### config.mk
export PLATFORM = sky130hd
export DESIGN_NAME = mux3_rr_arbiter
export DESIGN_NICKNAME = d
export VERILOG_FILES = /design/src/rtl/mux3_arb_pkg.sv /design/src/rtl/mux3_rr_arbiter_rr_pick3.sv /design/src/rtl/mux3_rr_arbiter.sv
export SDC_FILE = /design/constraint.sdc
export NUM_CORES = 1
export LEC_CHECK = 0
export CAP_MARGIN = 15
export CELL_PAD_IN_SITES_DETAIL_PLACEMENT = 1
export CELL_PAD_IN_SITES_GLOBAL_PLACEMENT = 2
export CORE_MARGIN = 5
export CORE_UTILIZATION = 16
export CTS_CLUSTER_DIAMETER = 50
export CTS_CLUSTER_SIZE = 8
export DETAILED_ROUTE_END_ITERATION = 6
export PLACE_DENSITY_LB_ADDON = 0.12
export SYNTH_ARGS = -nofsm -noshare
export SYNTH_HDL_FRONTEND = slang
export SYNTH_SLANG_ARGS = --single-unit
### constraint.sdc
create_clock -name clk_i -period 4.5 [get_ports clk_i]
set_input_delay 0.675 -clock clk_i [delete_from_list [all_inputs] [get_ports clk_i]]
set_output_delay 0.675 -clock clk_i [all_outputs]
set_load 0.05 [all_outputs]
### src/rtl/mux3_arb_pkg.sv
// -----------------------------------------------------------------------------
// mux3_arb_pkg
// Shared types, constants and helpers for the 3-requester round-robin
// packet-locking arbiter (mux3_rr_arbiter) and its pick logic (rr_pick3).
//
// Contents:
//   arb_state_e     - arbiter FSM states (IDLE, LOCKED)
//   SEL_REQ0/1/2    - mux select encodings driven on sel_o
//   RR_PTR_RST      - round-robin pointer value after reset (req0 wins first)
//   idx_to_sel()    - requester index -> mux select encoding
//   sel_to_onehot() - mux select encoding -> one-hot requester mask
//   mux3_bit()      - single-bit 3:1 mux slice steered by a select encoding
// -----------------------------------------------------------------------------
package mux3_arb_pkg;

    typedef enum logic {
        IDLE   = 1'b0,
        LOCKED = 1'b1
    } arb_state_e;

    localparam logic [1:0] SEL_REQ0   = 2'b00;
    localparam logic [1:0] SEL_REQ1   = 2'b01;
    localparam logic [1:0] SEL_REQ2   = 2'b10;

    // Pointer holds the index of the last granted requester; starting at 2
    // makes req0 the first in line after reset.
    localparam logic [1:0] RR_PTR_RST = 2'd2;

    function automatic logic [1:0] idx_to_sel(input logic [1:0] idx);
        logic [1:0] sel;
        case (idx)
            2'd0:    sel = SEL_REQ0;
            2'd1:    sel = SEL_REQ1;
            default: sel = SEL_REQ2;
        endcase
        return sel;
    endfunction

    function automatic logic [2:0] sel_to_onehot(input logic [1:0] sel);
        logic [2:0] oh;
        case (sel)
            SEL_REQ0: oh = 3'b001;
            SEL_REQ1: oh = 3'b010;
            SEL_REQ2: oh = 3'b100;
            default:  oh = 3'b000;
        endcase
        return oh;
    endfunction

    // The unused encoding 2'b11 is never produced; it falls back to input 0
    // so the slice has no don't-care leg.
    function automatic logic mux3_bit(input logic [1:0] sel,
                                      input logic       in0,
                                      input logic       in1,
                                      input logic       in2);
        logic y;
        case (sel)
            SEL_REQ1: y = in1;
            SEL_REQ2: y = in2;
            default:  y = in0;
        endcase
        return y;
    endfunction

endpackage

### src/rtl/mux3_rr_arbiter_rr_pick3.sv
// -----------------------------------------------------------------------------
// rr_pick3
// Combinational round-robin winner selection among three requesters.
// The search starts just after the pointer: order is p+1, p+2, p (mod 3),
// so the most recently granted requester has the lowest priority.
//
// Ports:
//   valid_i     in  3  request vector
//   ptr_i       in  2  index of the last granted requester (0..2)
//   winner_o    out 2  index of the winning requester (0 when none valid)
//   any_valid_o out 1  at least one request present
// -----------------------------------------------------------------------------
module rr_pick3
    import mux3_arb_pkg::*;
(
    input  logic [2:0] valid_i,
    input  logic [1:0] ptr_i,
    output logic [1:0] winner_o,
    output logic       any_valid_o
);

    always_comb begin
        winner_o    = '0;
        any_valid_o = |valid_i;
        case (ptr_i)
            2'd0: begin
                if      (valid_i[1]) winner_o = 2'd1;
                else if (valid_i[2]) winner_o = 2'd2;
                else if (valid_i[0]) winner_o = 2'd0;
            end
            2'd1: begin
                if      (valid_i[2]) winner_o = 2'd2;
                else if (valid_i[0]) winner_o = 2'd0;
                else if (valid_i[1]) winner_o = 2'd1;
            end
            // Pointer value 3 cannot occur; it is treated like 2.
            default: begin
                if      (valid_i[0]) winner_o = 2'd0;
                else if (valid_i[1]) winner_o = 2'd1;
                else if (valid_i[2]) winner_o = 2'd2;
            end
        endcase
    end

endmodule

### src/rtl/mux3_rr_arbiter.sv
// -----------------------------------------------------------------------------
// mux3_rr_arbiter
// Round-robin, packet-locking arbiter sharing one 3:1 multiplexed data channel
// between three valid/ready requesters. A grant is taken in IDLE (one bubble
// cycle) and held in LOCKED until the granted requester's last beat transfers.
// In LOCKED the valid/last/data/ready paths are purely combinational.
//
// Ports:
//   clk_i    in  1        clock, rising edge
//   rst_i    in  1        synchronous active-high reset
//   valid_i  in  3        per-requester beat valid
//   last_i   in  3        per-requester last-beat flag
//   data_i   in  3*WIDTH  requester n at [n*WIDTH +: WIDTH]
//   ready_o  out 3        per-requester ready (at most one bit set)
//   sel_o    out 2        registered mux select (00/01/10)
//   valid_o  out 1        output beat valid
//   last_o   out 1        output last flag
//   data_o   out WIDTH    output data
//   ready_i  in  1        sink ready
//   busy_o   out 1        grant held (LOCKED)
// -----------------------------------------------------------------------------
module mux3_rr_arbiter
    import mux3_arb_pkg::*;
#(
    parameter int unsigned WIDTH = 8
) (
    input  logic                 clk_i,
    input  logic                 rst_i,
    input  logic [2:0]           valid_i,
    input  logic [2:0]           last_i,
    input  logic [3*WIDTH-1:0]   data_i,
    output logic [2:0]           ready_o,
    output logic [1:0]           sel_o,
    output logic                 valid_o,
    output logic                 last_o,
    output logic [WIDTH-1:0]     data_o,
    input  logic                 ready_i,
    output logic                 busy_o
);

    arb_state_e       r_state;
    arb_state_e       w_state_nxt;
    logic [1:0]       r_grant;
    logic [1:0]       w_grant_nxt;
    logic [1:0]       r_ptr;
    logic [1:0]       w_ptr_nxt;
    logic [1:0]       r_sel;
    logic [1:0]       w_sel_nxt;

    logic [1:0]       w_winner;
    logic             w_any_valid;
    logic             w_locked;
    logic             w_mux_valid;
    logic             w_mux_last;
    logic [WIDTH-1:0] w_mux_data;
    logic             w_xfer_last;

    rr_pick3 u_pick (
        .valid_i     (valid_i),
        .ptr_i       (r_ptr),
        .winner_o    (w_winner),
        .any_valid_o (w_any_valid)
    );

    // Datapath: one 3:1 slice per data bit, all steered by the registered
    // select; valid and last ride through identical slices.
    for (genvar b = 0; b < WIDTH; b++) begin : g_data_slice
        assign w_mux_data[b] = mux3_bit(r_sel,
                                        data_i[b],
                                        data_i[WIDTH + b],
                                        data_i[2*WIDTH + b]);
    end

    assign w_mux_valid = mux3_bit(r_sel, valid_i[0], valid_i[1], valid_i[2]);
    assign w_mux_last  = mux3_bit(r_sel, last_i[0],  last_i[1],  last_i[2]);

    assign w_locked    = (r_state == LOCKED);

    assign valid_o     = w_locked & w_mux_valid;
    assign last_o      = w_locked & w_mux_last;
    assign data_o      = w_mux_data;
    assign ready_o     = (w_locked && ready_i) ? sel_to_onehot(r_sel) : 3'b000;
    assign sel_o       = r_sel;
    assign busy_o      = w_locked;

    assign w_xfer_last = valid_o & ready_i & last_o;

    always_comb begin
        w_state_nxt = r_state;
        w_grant_nxt = r_grant;
        w_ptr_nxt   = r_ptr;
        w_sel_nxt   = r_sel;
        case (r_state)
            IDLE: begin
                if (w_any_valid) begin
                    w_state_nxt = LOCKED;
                    w_grant_nxt = w_winner;
                    w_sel_nxt   = idx_to_sel(w_winner);
                end
            end
            LOCKED: begin
                // Pointer advances only when the packet completes, so a stalled
                // or bubbling packet keeps its place.
                if (w_xfer_last) begin
                    w_state_nxt = IDLE;
                    w_ptr_nxt   = r_grant;
                end
            end
            default: begin
                w_state_nxt = IDLE;
            end
        endcase
    end

    always_ff @(posedge clk_i) begin
        if (rst_i) begin
            r_state <= IDLE;
            r_grant <= '0;
            r_ptr   <= RR_PTR_RST;
            r_sel   <= SEL_REQ0;
        end else begin
            r_state <= w_state_nxt;
            r_grant <= w_grant_nxt;
            r_ptr   <= w_ptr_nxt;
            r_sel   <= w_sel_nxt;
        end
    end

endmodule
==> results.cfg, run 1 <==
[final_layout]
syn2layout_area_growth_pct = 94.4
multi_input_area_um2 = 403
final_cells = 171
final-seq-area_um2 = 140
layout-drive-gt1-share = 0.0813
nets = 160
nFillCells = 443
antenna_cells = 0
stdcell_area_um2 = 1140

[setup_path]
worstPathRequired_ns = 3.83
cp_top_family = buffers and inverters
cp-start-kind = flip-flop
slowest_stage = clkdlybuf4s50_1
crit_arrival_ns = 2.60
worst-r2r-setup-slack_ns = 2.52
slowest_delay_ns = 0.81
reg2reg_depth = 5
worst-path-max-fanout = 19
path_depth = 6
worst-path-buf-inv = 2
crit_chain = inv_1, ha_1, nor2_1, a21oi_2, and2_2, clkdlybuf4s50_1
end_kind = primary output
crit_type = reg -> out

[die]
dieArea_um2 = 4960
io_pins = 49
rows = 22
die_x_um = 70.4
start_util = 0.162
coreArea_um2 = 3610
die_h_um = 70.4

[sta]
rsz0062_at_grt = false
whs_ns = 0.459
clock.fmax_mhz = 305
period_share = 0.729
hold_violations = 0
slew_headroom = 0.582
setup-tns-final_ns = 0
fin_skew_ns = 0.00126
final_max_slew_viol_count = 0
worst_pin_slew_ns = 0.627
setup_viol = 0
min_period_ns = 3.28

[yosys]
netlist_instances = 76
synthAdderAreaFrac = 0.0642
syn_nets = 112
synthXorXnorAreaFrac = 0
yosysUniqueCellTypes = 28
yosysTopAreaCellShare = 0.240
synth_top_family_by_area = simple AND/OR/NAND/NOR gates
ys_ff_latch = 7
synth-simple-area-share = 0.296
synth_compound_area_frac = 0.278
yosysTopAreaCell = dfxtp_1
synth_area_um2 = 584
yosysWarnings = 0
synth_mux_area_frac = 0.0514
yosysSeqAreaShare = 0.240
avgSynthCellArea_um2 = 7.69
netlist_top_cells_area = dfxtp_1, a21oi_1, a22oi_1, nor2_1, ha_1

[clock_tree]
cts_resized = 0
clock-sinks = 7
cts_buffers = 3
htree_levels = 1
clk_latency_ns = 0.22
postCtsSetupBuffers = 0
clockBufferDepth = 2
cts_hold_buf = 0
cts_tree = yes
cts-root-buf = clkbuf_8
clk_pin_slew_worst_paths_ns = 0.04

[route]
vias = 737
drtIter0Drc = 11
wire_per_inst_um = 14.5
dr.pass1.iters = 2
finalWirelength_mm = 2.48
drt-vias-per-instance = 4.31
drc_errors = 0
ant_nets = 0

[global_route]
gr-usage-all-layers = 0.0995
grt_max_degree = 20
grt_pass1_wl_mm = 4.00
grt_pass1_vias = 783
antenna_found_initial = 0
grt_overflow_total = 0

[placed_design]
io_buffer_count = 48
dp_hpwl_mm = 2.04
dpl_cell_area_um2 = 1090
dp.cells = 167
place_congestion = 0.721

[run]
drv_cap = 0

[power]
power_density_nw_per_um2 = 258
vdd_drop_max_uv = 130
p_leak_uw = 0.000399

[worst_hold_path]
hold_path.class = reg -> reg
min_path_cells = 2

[outcome]
status = finished clean
==> routing by layer <==
| metal | track usage | share of wire | vias up |
|---|---|---|---|
| met5 | 0 | 0 | - |
| met4 | 0.0234 | 0.014 | 0 |
| met3 | 0.0187 | 0.039 | 2 |
| met2 | 0.184 | 0.52 | 23 |
| met1 | 0.116 | 0.42 | 346 |
| li1 | - | - | 366 |
==> cell usage after synthesis <==
library cell and number:
or2_2 1, a21oi_1 12, ha_1 3, nor3_1 1, o22ai_1 2, a22oi_1 8
a22o_1 1, buf_6 1, clkbuf_1 1, nor4_1 1, buf_1 1, nor3_2 1
a21oi_2 1, nor2_1 11, nand3b_1 2, mux2i_1 3, inv_1 2, and2b_1 1
dfxtp_1 7, and2_2 1, a22oi_2 1, and4b_4 1, and3_1 2, nand2_1 4
nand2b_1 2, buf_4 2, and3_2 1, nor2b_1 2
==> final cells by class <==
| cell class | instances | share of cell area |
|---|---|---|
| multi-input combinational | 62 | 0.355 |
| tap | 48 | 0.0529 |
| timing repair buffer | 48 | 0.423 |
| sequential | 7 | 0.123 |
| clock buffer | 4 | 0.0396 |
| inverter | 2 | 0.00661 |
==> cell families (layout without fill, tap and decap cells) <==
logic type | count (synthesis) | count (layout)
mux | 3 | 3
fa+ha+maj | 3 | 3
simple gates | 31 | 31
compound gates | 25 | 25
buf+inv | 7 | 54
flops | 7 | 7
==> tightest hold or removal path: stages, from the launching register on <==
cell and delay (ns):
dfxtp_1 0.30, nand2_1 0.05, a21oi_1 0.05
==> where the power goes <==
part / total (µW) / internal, µW / switching, µW
registers: 68.6 / 65.2 / 3.41
logic: 140 / 60.9 / 79.1
clock network: 85.0 / 61.0 / 23.9
==> final timing paths <==
kind	startpoint	end
worst min-delay path	r_grant[0]	r_grant[0]
worst max-delay path	sel_o[0]	valid_o
worst min register to register	r_grant[0]	r_grant[0]
worst max register to register	sel_o[0]	r_ptr[0]
==> state kept, by name, summed over array words and instances (netlist names) <==
signal	cells
busy_o	1
r_grant	2
sel_o	2
r_ptr	2
==> metrics by stage <==
step | total power [µW] | utilization | worst slack [ns]
2_1_floorplan | 149 | - | 1.49
3_3_place_gp | 210 | 0.303 | 1.33
3_5_place_dp | 211 | 0.303 | 1.31
4_1_cts | 297 | 0.315 | 1.18
5_1_grt | 309 | 0.315 | 1.07
6_report | 294 | 0.315 | 1.22
==> layout by cell type (no fill, tap or decap), drive strengths merged, types with 2 or more instances in the layout <==
cell and n:
a21oi 13, a22oi 9, and3 3, clkbuf 4, clkdlybuf4s50 48, dfxtp 7, ha 3, inv 2
mux2i 3, nand2 4, nand2b 2, nand3b 2, nor2 11, nor2b 2, nor3 2, o22ai 2
Power figures use the tool's default switching activity.
==> run 2, diff against run 1 <==
--- a/config.mk
+++ b/config.mk
@@ -9,7 +9,7 @@
 export CELL_PAD_IN_SITES_DETAIL_PLACEMENT = 1
 export CELL_PAD_IN_SITES_GLOBAL_PLACEMENT = 2
 export CORE_MARGIN = 5
-export CORE_UTILIZATION = 16
+export CORE_UTILIZATION = 15
 export CTS_CLUSTER_DIAMETER = 50
 export CTS_CLUSTER_SIZE = 8
 export DETAILED_ROUTE_END_ITERATION = 6
==> constraint.sdc (replaced) <==
create_clock -name clk_i -period 3.4 [get_ports clk_i]
set_input_delay 0.51 -clock clk_i [delete_from_list [all_inputs] [get_ports clk_i]]
set_output_delay 0.51 -clock clk_i [all_outputs]
set_load 0.05 [all_outputs]
==> run 2 against run 1 <==
Total power grew 33%. Setup slack worse by 0.91 ns. Utilization decreased by 0.93 points. Critical path type unchanged. Critical endpoint unchanged. Largest cell class unchanged.
==> results.cfg, run 2 (synthesis gave the netlist of run 1 again) <==
[outcome]
status = finished clean

[global_route]
use_met2 = 0.151
grt_max_degree = 20
grt_pass1_wl_mm = 3.77
grt_pass1_vias = 767
antenna_found_initial = 0
grt_overflow_total = 0
use_met1 = 0.111
top_usage_layer = met2
gr-usage-all-layers = 0.0905
use_met3 = 0.0222

[sta]
slew_headroom = 0.590
clock.fmax_mhz = 324
whs_ns = 0.463
worst_pin_slew_ns = 0.615
setup_viol = 0
rsz0062_at_grt = false
final_max_slew_viol_count = 0
hold_violations = 0
fin_skew_ns = 0.00234
period_share = 0.907
min_period_ns = 3.08
setup-tns-final_ns = 0

[final_layout]
mostFrequentLayoutCell = clkdlybuf4s50_1
layout-drive-gt1-share = 0.0813
syn2layout_area_growth_pct = 94.4
nFillCells = 441
nets = 160
final_cells = 171
fin_util = 0.306
antenna_cells = 0
final_cell_mix = clkdlybuf4s50_1, a21oi_1, nor2_1

[route]
ant_nets = 0
vias = 731
wire_per_inst_um = 13.5
drc_errors = 0
drtIter0Drc = 17
dr.pass1.iters = 3
finalWirelength_mm = 2.31
drt-vias-per-instance = 4.27

[clock_tree]
clockBufferDepth = 2
clock-sinks = 7
cts_buffers = 3
cts_resized = 0
htree_levels = 1
cts_tree = yes
clk_pin_slew_worst_paths_ns = 0.04
clk_latency_ns = 0.23
cts-root-buf = clkbuf_8
postCtsSetupBuffers = 0
cts_hold_buf = 0

[setup_path]
slowest_delay_ns = 0.80
path_depth = 6
end_kind = primary output
crit_type = reg -> out
cp-start-kind = flip-flop
worstPathRequired_ns = 2.89
reg2reg_depth = 5
crit_chain = inv_1, ha_1, nor2_1, a21oi_2, and2_2, clkdlybuf4s50_1
worst-path-buf-inv = 2
cp_top_family = buffers and inverters
worst-path-max-fanout = 19
slowest_stage = clkdlybuf4s50_1
crit_arrival_ns = 2.57

[worst_hold_path]
hold_path.class = reg -> reg
min_path_cells = 2

[placed_design]
place_congestion = 0.741
dp.cells = 167
dp_hpwl_mm = 1.87
io_buffer_count = 48

[die]
rows = 22
coreArea_um2 = 3720
die_h_um = 72.4
die_x_um = 72.4
start_util = 0.157
io_pins = 49
dieArea_um2 = 5240

[power]
vdd_drop_max_uv = 196
p_leak_uw = 0.000399
power_density_nw_per_um2 = 345

[run]
drv_cap = 0
==> run 2: area by class of cell <==
class / instances / area (µm²) / share of cell area
Tap cell: 48 / 60.1 / 0.0529
Inverter: 2 / 7.51 / 0.00661
Clock buffer: 4 / 45.0 / 0.0396
Sequential cell: 7 / 140 / 0.123
Multi-Input combinational cell: 62 / 403 / 0.355
Timing Repair Buffer: 48 / 480 / 0.423
==> run 2: stage by stage <==
stage	instance area (µm²)	setup slack [ns]	power (µW)
2_1_floorplan	584	0.559	197
3_3_place_gp	1090	0.546	278
3_5_place_dp	1090	0.502	278
4_1_cts	1140	0.254	398
5_1_grt	1140	0.0685	413
6_report	1140	0.315	392
==> run 2: where the power goes <==
| part | total [µW] | switching, µW | internal (µW) |
|---|---|---|---|
| combinational | 184 | 104 | 80.5 |
| sequential | 90.8 | 4.49 | 86.3 |
| clock | 117 | 35.8 | 81.1 |
| total | 392 | 144 | 248 |
==> run 2: worst reg2reg max path, delay by kind of cell (launching register included) <==
kind                       cells  cell delay [ns]
adders and majority gates      1             0.68
buffers and inverters          1             0.08
DFF                            1             0.37
muxes                          2             0.36
and+or+nand+nor                1             0.39
==> run 2: final timing paths <==
check / start / end / slack, ns
min: r_grant[1] / r_grant[1] / 0.46
max: sel_o[1] / valid_o / 0.32
min reg2reg: r_grant[1] / r_grant[1] / 0.46
max reg2reg: sel_o[1] / r_ptr[0] / 1.44
==> run 2: routing by layer <==
| layer | vias to the layer above | wire [µm] | share of wire |
|---|---|---|---|
| li1 | 368 | - | - |
| met1 | 327 | 1040 | 0.45 |
| met2 | 31 | 1060 | 0.46 |
| met3 | 5 | 169 | 0.073 |
| met4 | 0 | 35 | 0.015 |
| met5 | - | 0 | 0 |
==> run 3, diff against run 2 <==
--- a/config.mk
+++ b/config.mk
@@ -11,9 +11,10 @@
 export CORE_MARGIN = 5
 export CORE_UTILIZATION = 15
 export CTS_CLUSTER_DIAMETER = 50
-export CTS_CLUSTER_SIZE = 8
+export CTS_CLUSTER_SIZE = 25
 export DETAILED_ROUTE_END_ITERATION = 6
 export PLACE_DENSITY_LB_ADDON = 0.12
+export SLEW_MARGIN = 30
 export SYNTH_ARGS = -nofsm -noshare
 export SYNTH_HDL_FRONTEND = slang
 export SYNTH_SLANG_ARGS = --single-unit
==> results of run 3 <==
Final layout, timing and power as in run 2 (identical DEF).
